`config.mk`:
```
export PLATFORM = sky130hd
export DESIGN_NAME = inst_fetch_q
export DESIGN_NICKNAME = d
export VERILOG_FILES = /design/src/rtl/inst_fetch_q.sv
export SDC_FILE = /design/constraint.sdc
export NUM_CORES = 1
export LEC_CHECK = 0
export ABC_AREA = 1
export CAP_MARGIN = 20
export CORE_UTILIZATION = 52
export DETAILED_ROUTE_END_ITERATION = 12
export PLACE_DENSITY = 0.79
export SKIP_CTS_REPAIR_TIMING = 1
export SYNTH_ARGS = -nofsm -noshare
export SYNTH_HDL_FRONTEND = slang
export SYNTH_SLANG_ARGS = --single-unit
```
`constraint.sdc`:
```
create_clock -name clk -period 3.8 [get_ports clk]
set_input_delay 1.14 -clock clk [delete_from_list [all_inputs] [get_ports clk]]
set_output_delay 1.14 -clock clk [all_outputs]
set_load 0.02 [all_outputs]
```
`src/rtl/inst_fetch_q.sv`:
```
// ----------------------------------------------------------------------------
// inst_fetch_q
//   Instruction fetch stage sitting behind the instruction address register.
//   Issues single-word reads on the imem req/ack bus, buffers returned words
//   with their addresses in a DEPTH-entry FIFO and hands them to decode with a
//   valid/ready handshake. pcStall tells the PC hold mux whether the current
//   iAddr was consumed. flush discards buffered and in-flight work.
//
//   Optional feature macro: IFETCH_STALLCNT_EN adds stallCnt[15:0], a
//   saturating count of cycles where decode is ready but no instruction is
//   valid.
//
// Ports
//   clk, nreset          clock; synchronous active-low reset
//   iAddr     [AW]  in   next fetch address from PC register
//   fetchEn         in   permit new fetch requests
//   flush           in   redirect; drop FIFO contents and in-flight request
//   pcStall         out  1 = iAddr not consumed this cycle (combinational)
//   imemReq         out  memory request, held until imemAck
//   imemAddr  [AW]  out  request address
//   imemAck         in   memory returns imemData this cycle
//   imemData  [DW]  in   read data
//   instValid       out  FIFO head valid
//   instWord  [DW]  out  FIFO head instruction
//   instAddr  [AW]  out  FIFO head address
//   instReady       in   decode accepts head
//   stallCnt  [16]  out  (IFETCH_STALLCNT_EN only) decode-starved cycles
//
//   DEPTH must be a power of 2 in 2..8 (pointers wrap naturally).
// ----------------------------------------------------------------------------
module inst_fetch_q #(
   parameter int unsigned AW    = 16,
   parameter int unsigned DW    = 16,
   parameter int unsigned DEPTH = 2
) (
   input  logic          clk,
   input  logic          nreset,
   input  logic [AW-1:0] iAddr,
   input  logic          fetchEn,
   input  logic          flush,
   output logic          pcStall,
   output logic          imemReq,
   output logic [AW-1:0] imemAddr,
   input  logic          imemAck,
   input  logic [DW-1:0] imemData,
   output logic          instValid,
   output logic [DW-1:0] instWord,
   output logic [AW-1:0] instAddr,
   input  logic          instReady
`ifdef IFETCH_STALLCNT_EN
   ,
   output logic [15:0]   stallCnt
`endif
);

   localparam int unsigned PW = $clog2(DEPTH);
   localparam int unsigned CW = $clog2(DEPTH + 1);
   localparam int unsigned SW = CW + 1;
   localparam int unsigned EW = AW + DW;

   typedef enum logic [1:0] {
      ST_IDLE = 2'd0,
      ST_REQ  = 2'd1,
      ST_DROP = 2'd2
   } state_t;

   state_t          state_q, state_d;

   logic [AW-1:0]   imem_addr_q;
   logic [PW-1:0]   wr_ptr_q, wr_ptr_d;
   logic [PW-1:0]   rd_ptr_q, rd_ptr_d;
   logic [CW-1:0]   count_q, count_d;
   logic            valid_q, valid_d;
   logic [EW-1:0]   head_q, head_d;
   logic [EW-1:0]   mem_q [DEPTH];

   logic            in_flight_c;
   logic            req_c;
   logic            pop_c;
   logic            push_c;
   logic            slot_ok_c;
   logic            issue_c;

   // Fetch decision: a new address may be taken when the bus is free (or
   // freeing this cycle) and a FIFO slot remains for it after the in-flight
   // word and this cycle's pop are accounted for.
   always_comb begin
      pop_c     = valid_q & instReady;
      push_c    = (state_q == ST_REQ) & imemAck & ~flush;
      slot_ok_c = (SW'(count_q) + SW'(state_q == ST_REQ)) < (SW'(DEPTH) + SW'(pop_c));
      issue_c   = nreset & fetchEn & ~flush & slot_ok_c &
                  ((state_q == ST_IDLE) | ((state_q == ST_REQ) & imemAck));
   end

   // FSM state register
   always_ff @(posedge clk) begin
      if (!nreset) state_q <= ST_IDLE;
      else         state_q <= state_d;
   end

   // FSM next state
   always_comb begin
      state_d = state_q;
      case (state_q)
         ST_IDLE: if (issue_c) state_d = ST_REQ;
         ST_REQ: begin
            if (flush)        state_d = imemAck ? ST_IDLE : ST_DROP;
            else if (imemAck) state_d = issue_c ? ST_REQ : ST_IDLE;
         end
         ST_DROP: if (imemAck) state_d = ST_IDLE;
         default: state_d = ST_IDLE;
      endcase
   end

   // FSM outputs
   always_comb begin
      req_c       = 1'b0;
      in_flight_c = 1'b0;
      case (state_q)
         ST_REQ: begin
            req_c       = 1'b1;
            in_flight_c = 1'b1;
         end
         ST_DROP: req_c = 1'b1;
         default: ;
      endcase
   end

   // FIFO next state; head output is a registered copy so it holds its last
   // value once the FIFO drains.
   always_comb begin
      wr_ptr_d = wr_ptr_q;
      rd_ptr_d = rd_ptr_q;
      count_d  = count_q;
      head_d   = head_q;
      if (flush) begin
         wr_ptr_d = '0;
         rd_ptr_d = '0;
         count_d  = '0;
      end else begin
         if (push_c) wr_ptr_d = PW'(wr_ptr_q + PW'(1));
         if (pop_c)  rd_ptr_d = PW'(rd_ptr_q + PW'(1));
         count_d = CW'(count_q + CW'(push_c) - CW'(pop_c));
      end
      valid_d = (count_d != '0);
      if (valid_d) begin
         // Pushing into an otherwise empty FIFO: the new word is not in mem yet.
         if (push_c && (count_q == CW'(pop_c))) head_d = {imem_addr_q, imemData};
         else                                     head_d = mem_q[rd_ptr_d];
      end
   end

   // Datapath registers
   always_ff @(posedge clk) begin
      if (!nreset) begin
         imem_addr_q <= '0;
         wr_ptr_q    <= '0;
         rd_ptr_q    <= '0;
         count_q     <= '0;
         valid_q     <= 1'b0;
         head_q      <= '0;
      end else begin
         if (issue_c) imem_addr_q <= iAddr;
         wr_ptr_q <= wr_ptr_d;
         rd_ptr_q <= rd_ptr_d;
         count_q  <= count_d;
         valid_q  <= valid_d;
         head_q   <= head_d;
      end
   end

   // FIFO storage; contents need no reset since only counted entries are read
   always_ff @(posedge clk) begin
      if (push_c) mem_q[wr_ptr_q] <= {imem_addr_q, imemData};
   end

`ifdef IFETCH_STALLCNT_EN
   logic [15:0] stall_cnt_q;

   // Saturating decode-starvation counter; only reset clears it
   always_ff @(posedge clk) begin
      if (!nreset)                                        stall_cnt_q <= '0;
      else if (instReady && !valid_q && stall_cnt_q != 16'hFFFF) stall_cnt_q <= stall_cnt_q + 16'd1;
   end

   assign stallCnt = stall_cnt_q;
`endif

   assign pcStall   = ~issue_c;
   assign imemReq   = req_c;
   assign imemAddr  = imem_addr_q;
   assign instValid = valid_q;
   assign instAddr  = head_q[EW-1:DW];
   assign instWord  = head_q[DW-1:0];

   // in_flight_c mirrors the REQ state for readers of the FSM output block
   logic unused_c;
   assign unused_c = in_flight_c;

endmodule
```
# After elaboration in Yosys (flattened, before gate mapping)
# Memory sizes are Yosys's and may differ from the RTL's.
# Index checks and enable logic that the tools add are counted.
# word_totals
regBits	55
latch_bits	0
mem_bits_rw	64
mem_bits_ro	0
in_bits	38
n_memories	1
# op_classes
addsub	6
multipliers	0
div	0
n_lt_le_gt_ge	1
eq_ne	6
shifts	0
mux	14
n_bitwise	11
n_reduce_logical	6
# mem_list
name	depth	width	rd	rd_clocked_by_memory_dff	write_ports	line_no	source
mem_q	2	32	1	0	1	75	logic [EW-1:0] mem_q [DEPTH];
# op_table
operator	count
2-to-1 mux 32 bit	1
2-to-1 mux 2 bit	6
AND 1 bit	7
2-to-1 mux 1 bit	6
one-hot mux 2 bit (3 select lines)	1
!= test 2 bit (second input constant)	2
OR reduction 2 bit	2
adder 2 x 1 -> 3 bit	1
adder 2 x 1 -> 3 bit (first input constant)	1
< comparator 3 bit	1
!= test 3 bit (second input constant)	1
inverter 1 bit	3
AND reduction 3 bit	1
adder 1 bit (second input constant)	2
adder 2 x 1 -> 2 bit	1
== test 2 x 1 -> 1 bit	1
== test 2 x 1 -> 1 bit (second input constant)	1
== test 2 bit (second input constant)	1
zero test 2 bit	1
nonzero test 2 bit	1
subtractor 2 x 1 -> 2 bit	1
logical AND 1 bit	1
OR 1 bit	1

# Longest topological paths before layout
# Gate-level depths: netlist (run 1).
# depth
ltp_word	9
depth_mapped	14
ltp_nobuf	13

# Least setup slack after synthesis (run 1)
# Ideal clock, no wire load.
# synth_timing
path_kind	input to register
start	input port flush
end	memory mem_q[1][0] (netlist bit) (enable)
setup_ps	423
arrival_ps	2763
required_time_ps	3377
path_slack_ps	614
cell_stages	3
path_cell_list	inv_2 -> nand3_4 -> nor2_1
# synth_via
elab_chain_len	4
# synth_lines
element	line_no	source
from (decl)	40	input logic flush,
inverter 1 bit	89	push_c = (state_q == ST_REQ) & imemAck & ~flush;
AND 1 bit	89	
2-to-1 mux 1 bit	174	if (push_c) mem_q[wr_ptr_q] <= {imem_addr_q, imemData};
2-to-1 mux 1 bit (implied by the code)	174	
to (decl)	75	
# Every way passes these cells.

# Worst setup path after layout (run 1)
# layout_timing
start	input port instReady
end	output port pcStall
# layout_via
elab_chain_len	6
# layout_lines
element	line_no	source
from (decl)	49	input logic instReady
AND 1 bit	88	pop_c = valid_q & instReady;
adder 2 x 1 -> 3 bit	90	slot_ok_c = (SW'(count_q) + SW'(state_q == ST_REQ)) < (SW'(DEPTH) + SW'(pop_c));
< comparator 3 bit	90	
AND 1 bit (2 in series)	91	issue_c = nreset & fetchEn & ~flush & slot_ok_c &
inverter 1 bit	189	assign pcStall = ~issue_c;
to (decl)	41	output logic pcStall,
# Every way passes these cells.

==> metrics.yaml, run 1 <==
synth.avg_cell_area_um2: 9.515
clock-sinks: 119
seq_power_share: 0.399
synth.area.top_cells: "edfxtp_1 38%, dfxtp_1 22%, nand2_1 15%"
die_x_um: 100.1
period_needed_ns: 3.462
critical_path.max_fanout: 4
power.internal_uw: 2737
power_frac_comb: 0.166
power.leakage_uw: 0.002852
drc: 0
switching_power_uw: 1006
outcome: "finished, final reports clean"
antenna_cells: 0
setup_viol: 0
num-nets-final: 671
antenna_left: 0
crit_required_ns: 2.66
ys_ff_latch: 119
synth_area_mm2: 0.005005
htree_levels: 4
io_buffers: 88
path_buf_inv: 3
cp_cell_sequence: "clkdlybuf4s50_1 -> nand2_1 -> inv_1 -> nand3_1 -> nand2_1 -> nand3_2 -> dlymetal6s2s_1"
maxCapViolCount: 0
fp.coreArea_mm2: 0.009284
drive_gt1_frac: 0.1299
slew_headroom: 0.6013
tightestPinTransition_ns: 0.5980
rsz0062_at_grt: "false"
viasPerCell: 5.137
globalRouteOverflowTotal: 0
num-fill-cells: 675
critPathTopFamily: "buffers and inverters"
p_sw_frac: 0.2688
cts_max_path_buffers: 2
p_per_area_mw_per_mm2: 560.6
worst_hold_path_type: "reg -> reg"
path_clk_slew_ns: 0.06
synth_top_area_cell: "edfxtp_1"
yosysWarnings: 0
finalHoldViolations: 0
cts_tree: "built"
finalCoreUtilization: 0.7193
numCtsBuffers: 17
slowest_stage: "clkdlybuf4s50_1"
netlist.area_leader.share: 0.3840
synth_cell_types: 26
ys_seq_area_frac: 0.6040
slew_viol_final: 0
gp_congestion: 0.8121
antenna_found_initial: 0
ios: 89
worst_clock_skew_ns: 0.01040
grt_max_degree: 34
cp.arrival_ns: 2.32
dp_hpwl_um: 6890
vias: 3945
clkLatencyLatePin_ns: 0.51
rows: 35
fp.dieH_um: 100.1
ir_worst_vdd_uv: 465.3
syn-num-nets: 571
dp.cells: 736
drt_iter0_markers: 198
period_share: 0.9111
grtUsageTotal: 0.2432
path_class: "in -> out"
endpoint_kind: "output pin"
grt_pass1_wl_um: 18410
drt_wl_total_um: 11210
start_util: 0.5391
cts-root-buf: "clkbuf_8"
first_pass_iters: 5
path_common_cell: "nand2_1"
max_freq_mhz: 288.8
start_kind: "input pin"
instances_no_fill: 768
grt_pass1_vias: 3922
postSynthCellCount: 526
power_frac_clock: 0.435
dieArea_mm2: 0.01002
routedWlPerCell_um: 14.59
area_growth_pct: 33.42
cpPeakStageDelay_ns: 0.48
[metal layers]
metal / up-vias / track usage / share of wire
met1: 1891 / 0.2698 / 0.40
met5: - / 0 / 0
met2: 143 / 0.4393 / 0.53
met3: 15 / 0.05919 / 0.049
met4: 0 / 0.1148 / 0.016
li1: 1896 / - / -
[final cells by class]
type                       instances  area (um^2)  area share
clock buffer                      21        480.5     0.07195
clock inverter                    11        135.1     0.02024
inverter                          38        142.6     0.02136
multi-input combinational        346         1694      0.2537
sequential                       119         3023      0.4527
tap                              129        161.4     0.02417
timing repair buffer             104         1041      0.1559
[cell families after synthesis]
logic type / after synthesis / synth area share
AND/OR/NAND/NOR: 334 / 0.3095
adder cells (fa/ha/maj): 7 / 0.01750
XOR/XNOR: 1 / 0.001750
flip-flops: 119 / 0.6040
buffers and inverters: 61 / 0.06050
AO/OA/AOI/OAI: 4 / 0.006750
[state kept, by name, indices dropped and copies added, names as in the netlist]
signal	flops
mem_q	64
count_q	2
wr_ptr_q	1
rd_ptr_q	1
state_q	2
instValid	1
head_q	32
imemAddr	16
[metrics by stage]
step / power, uW / setup WS (ns) / TNS (ns) / hold WS, ns / instance area (um^2)
after CTS: 3761 / -0.004868 / -0.004868 / 0.4507 / 6675
after global placement: 2116 / 0.01430 / 0 / 0.4348 / 6060
final: 3744 / 0.3377 / 0 / 0.4483 / 6678
after global routing: 3899 / 0.2513 / 0 / 0.4675 / 6678
after detailed placement: 2137 / 0.005834 / 0 / 0.4381 / 6060
after floorplan: 1900 / 0.6144 / 0 / 0.4789 / 5005
[layout by cell type (no fill, tap or decap), drive strengths merged, types with 4 or more instances in the layout]
cell type      synthesis  routed
buf                   19      16
clkbuf                 4      21
clkdlybuf4s50          0      87
dfxtp                 55      55
edfxtp                64      64
ha                     7       7
inv                   38      42
nand2                199     199
nand3                 72      72
nand4                  4       4
nor2                  40      40
or2                   16      16
[synth_stat cells (all sizes together)]
cell	n
a21oi	2
buf	19
clkbuf	4
dfxtp	55
edfxtp	64
ha	7
inv	38
nand2	199
nand3	72
nand4	4
nor2	40
nor3	2
nor3b	1
o21ai	1
o21bai	1
or2	16
xor2	1
[path summary, 6_finish.rpt]
path | start | end | slack (ns) | cells past startpoint
max | instReady | pcStall | 0.34 | 7
max reg2reg | state_q[1] | head_q[30] | 1.26 | 13
min reg2reg | head_q[15] | head_q[15] | 0.45 | 2
min | head_q[15] | head_q[15] | 0.45 | 2
[tightest hold or removal path, stage by stage (launching register included)]
cell and delay [ns]:
dfxtp_1 0.31, nand2_1 0.06, nand2_1 0.04
[power by group through the flow]
stage          Combinational (uW)  Clock [uW]  Sequential (uW)
2_1_floorplan                 336           0             1560
3_3_place_gp                  601           0             1510
3_5_place_dp                  618           0             1520
4_1_cts                       626        1640             1490
5_1_grt                       691        1710             1500
6_report                      620        1630             1490
No activity file was read; power rests on OpenSTA's default activity.
==> run 2: changes to the inputs <==
- CORE_UTILIZATION: 52 -> 54
- CTS_BUF_LIST: unset -> sky130_fd_sc_hd__clkbuf_4
- MAX_ROUTING_LAYER: unset -> met4
- PLACE_DENSITY: 0.79 -> 0.82
- clock period: 3.8 -> 3.31 ns (I/O delays scaled with it)
==> run 2 against run 1 <==
  * The run now ends with design-rule violations left
  * Setup slack lost 0.24 ns
  * Register-to-register slack lost 0.30 ns
  * Global-route usage shrank 0.18 points
  * Power shrank 9.4%
  * First-iteration DRC count shrank 9.1%
  * Design area shrank 5.6%
  * Die area shrank 3.6%
  * Critical path type unchanged
  * Combinational power grew 16%
  * Wire length shrank 7.8%
==> metrics.yaml, run 2 (synthesis results as in run 1) <==
dieArea_mm2: 0.009657
min_delay_path_depth: 2
dp.cells: 714
clock-sinks: 119
largest_reg_flops: 64
cts-root-buf: "clkbuf_4"
die_x_um: 98.27
viasPerCell: 5.025
power.internal_uw: 2422
grt_max_degree: 34
worst_clock_skew_ns: 0.02495
numCtsBuffers: 17
switching_power_uw: 968.7
tightestPinTransition_ns: 0.6063
maxCapViolCount: 0
rsz0062_at_grt: "false"
drive_gt1_frac: 0.1207
seq_power_share: 0.505
final.setup.worst_slack_ns: 0.09425
start_kind: "input pin"
power.leakage_uw: 0.002692
antenna_cells: 0
p_per_area_mw_per_mm2: 537.9
stdcell_area_mm2: 0.006304
gp_congestion: 0.8258
worst_hold_path_type: "reg -> reg"
violations: "design-rule violations"
layout_commonest_cell: "nand2_1"
drc: 1
fp.coreArea_mm2: 0.008848
htree_levels: 4
grt_pass1_vias: 3917
first_pass_iters: 12
setup_viol: 0
cts_max_path_buffers: 2
finalCoreUtilization: 0.7124
crit_required_ns: 2.32
rows: 34
clkLatencyLatePin_ns: 0.49
num-nets-final: 670
cp.arrival_ns: 2.22
outcome: "finished, violations left"
placed_area_mm2: 0.006038
dp_hpwl_um: 6651
globalRouteOverflowTotal: 0
period_share: 0.9715
start_util: 0.5656
antenna_found_initial: 0
ir_worst_vdd_uv: 326.3
mostFrequentLayoutCells: "197 x nand2_1, 87 x clkdlybuf4s50_1, 64 x edfxtp_1, 55 x dfxtp_1, 48 x nand3_1"
timing.hold.ws_ns: 0.4531
period_needed_ns: 3.216
slew_headroom: 0.5952
place_ws_ns: -0.1886
vias: 3749
endpoint_kind: "output pin"
slew_viol_final: 0
cts_tree: "built"
antenna_left: 0
p_sw_frac: 0.2857
critical_path.max_fanout: 4
drt_wl_total_um: 10330
max_freq_mhz: 311.0
power_frac_comb: 0.212
area_growth_pct: 25.95
regMostFlops: "mem_q"
routedWlPerCell_um: 13.84
instances_no_fill: 746
path_clk_slew_ns: 0.09
grtUsageTotal: 0.2414
fp.dieH_um: 98.27
ios: 89
power_frac_clock: 0.283
drt_iter0_markers: 180
finalHoldViolations: 0
grt_pass1_wl_um: 17510
path_class: "in -> out"
ff2ff_path_depth: 12
io_buffers: 88
run 2: cell count changes in the layout (fill, tap and decap cells not counted), moves of 2 or more:
cell | before | now
clkbuf_4 | 0 | 20
clkbuf_16 | 17 | 0
clkinv_1 | 0 | 5
clkbuf_8 | 4 | 0
inv_6 | 4 | 0
buf_4 | 13 | 11
clkinv_2 | 0 | 2
run 2: path summary, 6_finish.rpt:
kind | end | slack, ns | startpoint
min reg2reg | head_q[8] | 0.45 | head_q[8]
min | head_q[8] | 0.45 | head_q[8]
max reg2reg | head_q[19] | 0.96 | state_q[1]
max | pcStall | 0.09 | flush
run 2: per-stage QoR:
stage	total power, uW	setup TNS (ns)
after CTS	3411	-0.2378
after global routing	3559	0
after floorplan	2182	0
after global placement	2438	-0.1657
final	3390	0
after detailed placement	2466	-0.1886
run 2: area by class of cell:
class                           instances  area (um^2)
Clock buffer                           20        150.1
Clock inverter                         12        112.6
Fill cell                             690         2545
Inverter                               38        142.6
Multi-Input combinational cell        346         1694
Sequential cell                       119         3023
Tap cell                              108        135.1
Timing Repair Buffer                  103         1046
run 2: power groups by stage:
| stage | sequential [uW] | clock (uW) | combinational, uW |
|---|---|---|---|
| 2_1_floorplan | 1800 | 0 | 385 |
| 3_3_place_gp | 1740 | 0 | 699 |
| 3_5_place_dp | 1740 | 0 | 721 |
| 4_1_cts | 1710 | 973 | 726 |
| 5_1_grt | 1720 | 1050 | 790 |
| 6_report | 1710 | 960 | 719 |
run 2: layer usage:
layer	track usage	wire [um]
met2	0.4187	5335
met1	0.2647	4256
met5	-	0
met3	0.05870	554
met4	0.1022	180
run 2: worst max-delay path: stages:
cell and delay (ns):
clkdlybuf4s50_1 0.46, inv_2 0.09, nand2_2 0.07, nor3_4 0.23, nand3_2 0.15, dlymetal6s2s_1 0.23
==> patch (flow settings as in run 2) <==
Change the parameter `AW` from 16 to 14.
--- a/src/rtl/inst_fetch_q.sv
+++ b/src/rtl/inst_fetch_q.sv
@@ -31,3 +31,3 @@
 module inst_fetch_q #(
-   parameter int unsigned AW    = 16,
+   parameter int unsigned AW    = 14,
    parameter int unsigned DW    = 16,
Ports: changed (resized iAddr, imemAddr and instAddr); port bits go from 89 to 83. No check against the original RTL was run, so the function may have changed too.
==> patch against run 2 <==
Routed wire length is 11% lower; sequential cell count fell by 8; total power decreased by 11%; area after synthesis fell by 7.8%; cell area decreased by 8.6%; critical path type unchanged; setup slack improved by 28 ps; largest cell class unchanged; final cell count fell by 7.1%; hold slack improved by 9.1 ps; sequential power down 6%; via count shrank 8.1%.
==> patch: results (changes against run 2) <==
[place]
gp_congestion=0.862  ; +4.4%
placed_cells=677  ; -5.2%
hpwl_mm=6.30  ; -5.3%
io_buffers=82  ; -6.8%
place_ws_ps=-228  ; -39.1 ps

[sta]
slew_violations=0  ; unchanged
skew_ps=21.3  ; -3.63 ps
tightest_slew_ps=334  ; -272 ps

[outcome]
status=finished, final reports clean

[drt]
via_count=3445  ; -8.1%
routed_via_density=4.97  ; -1.1%
first_pass_iters=4  ; -8
wl_per_cell_um=13.3  ; -3.8%
drt_iter0_markers=213  ; +18%

[cts]
cts_buffers=9  ; -8
path_clk_slew_ps=160  ; +70 ps
clk_latency_ps=440  ; -50 ps
htreeDepth=3  ; -1

[grt]
grt_max_degree=32  ; -5.9%
grt_use_met2_pct=38.0  ; -3.9 points
grt_pass1_vias=3282  ; -16%
grt_util_met3_pct=3.22  ; -2.6 points
grt_util_all_layers_pct=22.7  ; -1.4 points
grt_util_met1_pct=27.7  ; +1.3 points

[yosys]
ys_types=29  ; +12%
synth_xor_area_share_pct=0.190  ; +0.015 points
synth-compound-area-share_pct=0.569  ; -0.11 points
netlist_top_cells_area=edfxtp_1, dfxtp_1, nand2_1
seq_area_frac_synth_pct=61.1  ; +0.74 points
synthAdderAreaFrac_pct=1.90  ; +0.15 points
synth_fp_nets=536  ; -6.1%
avgSynthCellArea_um2=9.36  ; -1.6%
synth_mux_area_share_pct=0  ; unchanged
synth_edf_count=60  ; -6.3%

[cells_and_area]
nFillCells=625  ; -9.4%
n_antenna_cell=0  ; unchanged
top_register=mem_q
layout-drive-gt1-share_pct=8.16  ; -3.9 points
nets=626  ; -6.6%

[setup_path]
rrSetupSlack_ps=1060  ; +100 ps
cp.arrival_ps=2190  ; -30 ps
timing.rr.end=head_q[6]
cpPeakStageDelay_ps=490  ; +30 ps

[pwr]
p_leak_nw=2.44  ; -9.4%
ir_drop_v=0.000391  ; +20%

[worst_hold_path]
hold_start=head_q[10]
holdPathEnd=head_q[10]

patch: cell count changes after synthesis, moves of 2 or more:
cell	run 2	this run
nor2_1	38	34
or2_1	0	4
inv_4	0	2
nand3_2	23	1
nand3_1	48	65
nand2_1	197	183
dfxtp_1	55	51
inv_2	3	0
or2_0	16	12
edfxtp_1	64	60
buf_2	8	6
patch: worst max-delay path, delay by kind of cell:
family | cells | cell delay [ps]
buf+inv | 3 | 800
simple gates | 4 | 400
patch: worst max path at each step:
stage	cells after the start	slack, ps	to	start
after floorplan	3	400	mem_q[1][0]	flush
after global placement	7	-210	pcStall	instReady
after detailed placement	7	-230	pcStall	instReady
after CTS	7	-240	pcStall	instReady
after global routing	7	40	pcStall	instReady
final	7	120	pcStall	instReady
patch: per-stage QoR:
step,TNS (ps),power (mW),cell area (um^2),hold WS [ps]
6_report,0,3.00,5760,462
4_1_cts,-239,3.03,5760,464
2_1_floorplan,0,2.03,4620,479
3_5_place_dp,-228,2.28,5590,439
5_1_grt,0,3.15,5760,480
3_3_place_gp,-209,2.25,5590,435
patch: logic make-up after synthesis:
| group | count (synthesis) |
|---|---|
| and+or+nand+nor | 312 |
| DFF | 111 |
| buffers and inverters | 58 |
| adders and majority gates | 7 |
| AOI/OAI and AO/OA | 4 |
| xor gates and xnor gates | 1 |
patch: cell type report:
cell class / count / area [um^2] / area share, %
multi-input cells: 324 / 1510 / 26.1
clock buffers: 9 / 67.6 / 1.17
flip-flops and latches: 111 / 2820 / 49.0
clock inverters: 7 / 103 / 1.78
well taps: 105 / 131 / 2.28
repair buffers: 101 / 991 / 17.2
inverters: 36 / 140 / 2.43
patch: layer usage:
layer | part of all wire [%] | routed length, um
met4 | 1.6 | 147
met5 | 0 | 0
met1 | 42 | 3880
met2 | 51 | 4680
met3 | 5.6 | 517
patch: where the power goes:
part	leakage [nW]	switching [mW]	total [mW]	internal (mW)
sequential	0.961	0.0502	1.60	1.55
combinational	1.39	0.379	0.649	0.270
clock	0.0924	0.443	0.760	0.316
